File: src/rtl/fir16_serial_mac.sv
// rtl/fir16_serial_mac.sv - serial 16-tap FIR multiply-accumulate with rounded Q1.15 output
// Build option FIR16_MAC_SAT_EN: saturate the output instead of two's-complement wrap.
module fir16_serial_mac #(
   parameter int NTAPS     = 16,
   parameter int DATA_W    = 16,
   parameter int ACC_W     = 36,
   parameter int FRAC_BITS = 15
) (
   input  logic                    clk,
   input  logic                    reset,
   input  logic                    start,
   input  logic [NTAPS*DATA_W-1:0] samples_flat,
   input  logic [NTAPS*DATA_W-1:0] coeffs_flat,
   output logic                    busy,
   output logic [DATA_W-1:0]       y_out,
   output logic                    y_valid
);

   localparam int IDX_W = $clog2(NTAPS);
   localparam int PROD_W = 2 * DATA_W;
   localparam logic [IDX_W-1:0] IDX_LAST = IDX_W'(NTAPS - 1);
   localparam logic signed [ACC_W-1:0] RND_HALF = ACC_W'(1) << (FRAC_BITS - 1);

   typedef enum logic [1:0] {
      S_IDLE = 2'd0,
      S_MAC  = 2'd1,
      S_OUT  = 2'd2
   } state_t;

   state_t state_q, state_d;

   logic [NTAPS*DATA_W-1:0] snap_x, snap_h;
   logic [IDX_W-1:0]        idx;
   logic signed [ACC_W-1:0] acc;
   logic signed [DATA_W-1:0] x_sel, h_sel;
   logic signed [PROD_W-1:0] prod;
   logic signed [ACC_W-1:0] acc_rnd;
   logic [DATA_W-1:0]       y_next;

   always_ff @(posedge clk or posedge reset) begin
      if (reset) begin
         state_q <= S_IDLE;
      end else begin
         state_q <= state_d;
      end
   end

   always_comb begin
      state_d = state_q;
      case (state_q)
         S_IDLE: if (start) state_d = S_MAC;
         S_MAC:  if (idx == IDX_LAST) state_d = S_OUT;
         S_OUT:  state_d = S_IDLE;
         default: state_d = S_IDLE;
      endcase
   end

   assign busy = (state_q != S_IDLE);

   // One shared multiplier walks the frozen snapshot, tap idx per edge.
   assign x_sel = snap_x[idx*DATA_W +: DATA_W];
   assign h_sel = snap_h[idx*DATA_W +: DATA_W];
   assign prod  = x_sel * h_sel;

   assign acc_rnd = acc + RND_HALF;

`ifdef FIR16_MAC_SAT_EN
   logic signed [ACC_W-1:0]  r;
   logic [ACC_W-DATA_W:0]    r_top;
   logic                     r_in_range;

   assign r          = acc_rnd >>> FRAC_BITS;
   assign r_top      = r[ACC_W-1:DATA_W-1];
   // In range when every bit above the output sign bit matches it.
   assign r_in_range = (&r_top) | ~(|r_top);

   always_comb begin
      y_next = r[DATA_W-1:0];
      if (!r_in_range) begin
         y_next = r[ACC_W-1] ? {1'b1, {(DATA_W-1){1'b0}}} : {1'b0, {(DATA_W-1){1'b1}}};
      end
   end
`else
   assign y_next = DATA_W'(acc_rnd >>> FRAC_BITS);
`endif

   always_ff @(posedge clk or posedge reset) begin
      if (reset) begin
         snap_x  <= '0;
         snap_h  <= '0;
         idx     <= '0;
         acc     <= '0;
         y_out   <= '0;
         y_valid <= 1'b0;
      end else begin
         y_valid <= 1'b0;
         case (state_q)
            S_IDLE: begin
               if (start) begin
                  snap_x <= samples_flat;
                  snap_h <= coeffs_flat;
                  acc    <= '0;
                  idx    <= '0;
               end
            end
            S_MAC: begin
               acc <= acc + {{(ACC_W-PROD_W){prod[PROD_W-1]}}, prod};
               idx <= (idx == IDX_LAST) ? '0 : idx + 1'b1;
            end
            S_OUT: begin
               y_out   <= y_next;
               y_valid <= 1'b1;
            end
            default: ;
         endcase
      end
   end

endmodule
File: config.mk
export PLATFORM = sky130hd
export DESIGN_NAME = fir16_serial_mac
export DESIGN_NICKNAME = d
export VERILOG_FILES = /design/src/rtl/fir16_serial_mac.sv
export SDC_FILE = /design/constraint.sdc
export NUM_CORES = 2
export LEC_CHECK = 0
export BUFFER_PORTS_ARGS = -buffer_cell sky130_fd_sc_hd__buf_2
export CAP_MARGIN = 30
export CORE_ASPECT_RATIO = 0.5
export CORE_MARGIN = 3
export CORE_UTILIZATION = 45
export DETAILED_ROUTE_END_ITERATION = 8
export PLACE_DENSITY = 0.68
export REMOVE_ABC_BUFFERS = 1
export SETUP_SLACK_MARGIN = 0.3
export SYNTH_ARGS = -nofsm -noshare
export SYNTH_HDL_FRONTEND = slang
export SYNTH_SLANG_ARGS = --single-unit
File: constraint.sdc
create_clock -name clk -period 19.5 [get_ports clk]
set_clock_uncertainty 0.15 [all_clocks]
set_input_delay 2.925 -clock clk [delete_from_list [all_inputs] [get_ports clk]]
set_output_delay 2.925 -clock clk [all_outputs]
set_load 0.005 [all_outputs]
# == After elaboration in Yosys (flattened, before gate mapping) ==
# Index checks and enable logic that the tools add are counted.
# word_totals
input_bits,515
word_cells,33
ram_bits,0
memories,0
register_bits,571
romBits,0
output_inout_bits,18
latchBits,0
# classes
order_cmp,0
mux,9
shift,2
n_eq_ne,5
bitwise,0
addsub,3
mul,1
n_reduce_logical,6
n_div,0
# op_table
cell,count
$shiftx A256 B9 Y16,2
$pmux W36 S2,1
$add A36 B36 Y36,1
$mux W36,1
$mul A16 B16 Y32,1
$add A31 B16 Y31 const B,1
$mux W4,2
$pmux W4 S2,1
$reduce_and A2 Y1,3
$add A4 B1 Y4 const B,1
$eq A4 B4 Y1 const B,1
$mux W2,2
$ne A2 B2 Y1 const B,2
$pmux W2 S2,1
$reduce_bool A2 Y1,2
$eq A2 B1 Y1 const B,1
$eq A2 B2 Y1 const B,1
$logic_not A2 Y1,1
$mux W1,1

# == Logic depth before layout (Yosys ltp) ==
# depth
ltp_word,4
ltp_mapped,43
depth_no_buf,36

# == Worst setup path after synthesis ==
# Ideal clock, no wire load.
# synth_path
kind,flip-flop to flip-flop
start,register idx[0]
end,register acc[29]
slack_ns,9.821
path_stages_with_launch,41
setup_ns,0.131
n_path_buf,6
t_arrival_ns,9.398
t_required_ns,19.219
period_less_slack_ns,9.679
path_cell_list,dfrtp_1 buf_6 buf_8 buf_6 buf_4 buf_2 mux4_2 mux2i_1 nand2_1 o21ai_1 buf_2 nor2_1 fa_1 inv_1 fa_1 fa_1 inv_1 fa_1 [5 not listed] and2_1 nand3_1 a2111oi_0 o2111ai_1 a21oi_1 nor3_1 o21bai_1 xor2_1 ha_1 and2_1 a221o_1 a31oi_1 o21ai_0 o31ai_1 o211ai_1 a21oi_1 xor2_1 o21ai_1
# synth_via
elab_chain_len,4
elab_cells_between_ends,5
classes_between,add/sub (1); mul (1); shift (2); mux (1)
# synth_lines
element,line,text
from (decl),33,logic [IDX_W-1:0] idx;
from (signal assigned),108,idx <= (idx == IDX_LAST) ? '0 : idx + 1'b1;
"$shiftx A256 B9 Y16, on equally long branches","61, 62",
$mul A16 B16 Y32 *,63,assign prod = x_sel * h_sel;
$add A36 B36 Y36 *,107,"acc <= acc + {{(ACC_W-PROD_W){prod[PROD_W-1]}}, prod};"
$pmux W36 S2 *,97,case (state_q)
to (signal assigned),107,
to (decl),34,logic signed [ACC_W-1:0] acc;
# Every way passes the cells marked *; elsewhere a longest branch is shown, timed or not.
# A chain may end at the register's enable or synchronous reset.

# == Worst setup path after layout ==
# Ends and elaborated chain as after synthesis.

==> out/metrics.yaml <==
clocking:
  htree_num_levels: 2
  clockBufferDepth: 3
  cts-buffers-inserted: 53
  cts_hold_buf: 0
  cts_setup_buffers: 0
  numClockSinks: 566
  cts_resized: 0
  clk_latency_ns: 0.64
  clk_pin_slew_ns: 0.06
  cts_tree: "done"
  cts-root-buf: "clkbuf_16"
detailed_routing:
  drc: 0
  dr_total_vias: 28400
  antenna_left: 0
  first_iter_violations: 1981
  via_per_inst: 5.17
  routedWlPerCell_um: 18.5
  wl_um: 102000
  first_pass_iters: 7
setup_path:
  required_ns: 19.83
  crit_family: "adder cells"
  critPathArrivalTime_ns: 11.93
  r2r_cells: 35
  critPathKind: "register to register"
  start_kind: "register"
  cp_common_cell: "fa_1"
  cp_num_buf_inv: 7
  crit_path_end_kind: "register"
  reg2reg_from: "idx[0]"
  cp_max_fo: 44
  r2r-end: "acc[29]"
  slowest_stage: "dfrtp_4"
  slowest_delay_ns: 0.79
  r2r_slack_ns: 7.90
floorplan:
  fp.dieH_um: 207
  core_area_sq_um: 78600
  io_pins: 533
  die_w_um: 407
  rows: 72
  dieArea_sq_um: 84200
  start_util_pct: 46.1
run:
  drv_cap: 0
yosys:
  synth_cell_types: 60
  synth_edf_count: 0
  synth_top_area_cell: "dfrtp_1"
  yosys_register_bits: 566
  synthTopCellsByCount: "1,715 x nand2_1, 566 x dfrtp_1, 319 x inv_1"
  synth_top_area_share_pct: 39.1
  yosys.cell_count.top_type: "nand2_1"
  yosysSeqAreaShare_pct: 39.1
  yosys_warnings: 0
  syn_inst: 3942
  avgSynthCellArea_sq_um: 9.20
  ys_top_cells_by_area: "dfrtp_1 39%, nand2_1 18%, fa_1 14%, mux4_2 8.6%, ha_1 3.9%"
  syn-cell-area_sq_um: 36300
  ys.flop_type: "dfrtp_1"
  async_flop_share_pct: 100
min_path:
  min_to: "snap_h[121]"
  min_delay_path_depth: 2
  min_from: "snap_h[121]"
  hold_class: "register to register"
status:
  status: "completed"
final_layout:
  fin_area_sq_um: 41700
  regArea_sq_um: 14200
  nNetsFinal: 5249
  area_growth_pct: 15.0
  multiInputGateArea_sq_um: 20000
  drive_above_1_share_pct: 19.4
  nFillCells: 7264
grt:
  grt_pass1_vias: 28900
  grt_antenna_before_repair: 19
  grt_max_degree: 229
  overflow: 0
  grt_pass1_wl_um: 158000
  gr-usage-all-layers_pct: 23.8
timing:
  hold_viol_final: 0
  max-slew-margin-rel_pct: 21.8
  final_max_slew_viol_count: 0
  min_period_ns: 11.60
  fin_setup_tns_ns: 0
  finalSetupViolCount: 0
  min_period_over_period_pct: 59.5
  clock.fmax_ghz: 0.0862
  worst_slew_pin_slew_ns: 1.17
  grt_setup_unrepaired: "no"
place:
  place_hpwl_um: 75600
  placed_area_sq_um: 39700
  place_congestion: 0.935
  portBuffers: 532
## through the flow
| step | worst slack [ns] | utilization [%] | cells | hold WS, ns |
|---|---|---|---|---|
| after floorplan | 0.594 | - | 3744 | 0.287 |
| after detailed placement | 7.84 | 50.6 | 5378 | 0.307 |
| after global routing | 7.07 | 53.1 | 5490 | 0.330 |
| final | 7.90 | 53.1 | 5490 | 0.317 |
| after global placement | 8.08 | 50.5 | 5375 | 0.300 |
| after CTS | 7.84 | 52.9 | 5472 | 0.323 |
## per-layer routing
layer	wire length, um	global-route usage (%)	up-vias
met2	49000	39.3	816
met4	3800	9.04	4
li1	-	-	13200
met1	43200	32.2	14200
met3	5600	3.66	219
met5	29	0	-
## area by class of cell
type / count / area share [%]
clock buffer: 71 / 3.63
clock inverter: 23 / 0.711
multi-input combinational: 2839 / 47.9
tap: 1073 / 3.22
timing repair buffer: 565 / 7.32
antenna: 14 / 0.0840
inverter: 339 / 3.07
sequential: 566 / 34.0
## registers in the layout, summed over array words and instances, names as in the netlist
register / count
state_q: 2
y_valid: 1
acc: 31
snap_h: 256
snap_x: 256
idx: 4
y_out: 16
## worst max path at each step
stage	from	endpoint	depth (start not counted)
2_1_floorplan	reset	acc[0]	1
3_3_place_gp	idx[0]	acc[29]	35
3_5_place_dp	idx[0]	acc[29]	35
4_1_cts	idx[0]	acc[29]	35
5_1_grt	idx[0]	acc[29]	35
6_report	idx[0]	acc[29]	35
## logic make-up after synthesis
group | share of synthesized area [%]
AO/OA/AOI/OAI | 3.66
XOR/XNOR | 1.92
adder cells (fa/ha/maj) | 18.1
buffers and inverters | 5.83
flip-flops | 39.1
multiplexers | 9.97
AND/OR/NAND/NOR | 21.5
## placed cells by master (no fill, tap or decap), drive strengths merged, types with 5 or more instances in the layout
master       n
nand2     1715
dfrtp      566
buf        565
inv        342
fa         257
nor2       150
mux4       142
ha         113
o21ai       91
clkbuf      71
a21oi       47
xnor2       46
nand3       42
xor2        31
nand2b      28
a21o        21
mux2        19
mux2i       19
nor2b       16
diode       14
and2        12
clkinv      10
and3         8
o21bai       8
nor3         7
o21a         7
a31oi        6
nand4        6
a211oi       5
bufinv       5
clkinvlp     5
## worst register-to-register path, delay by kind of cell (launching register included)
kind	cells	cell delay (ns)
DFF	1	0.79
muxes	2	1.26
and+or+nand+nor	5	0.70
xor gates and xnor gates	2	0.34
buffers and inverters	7	1.70
AOI/OAI and AO/OA	11	2.87
adders and majority gates	8	3.68
Power is not shown: default switching activity piles up to over one toggle a cycle in this logic, so the estimate is an artifact.
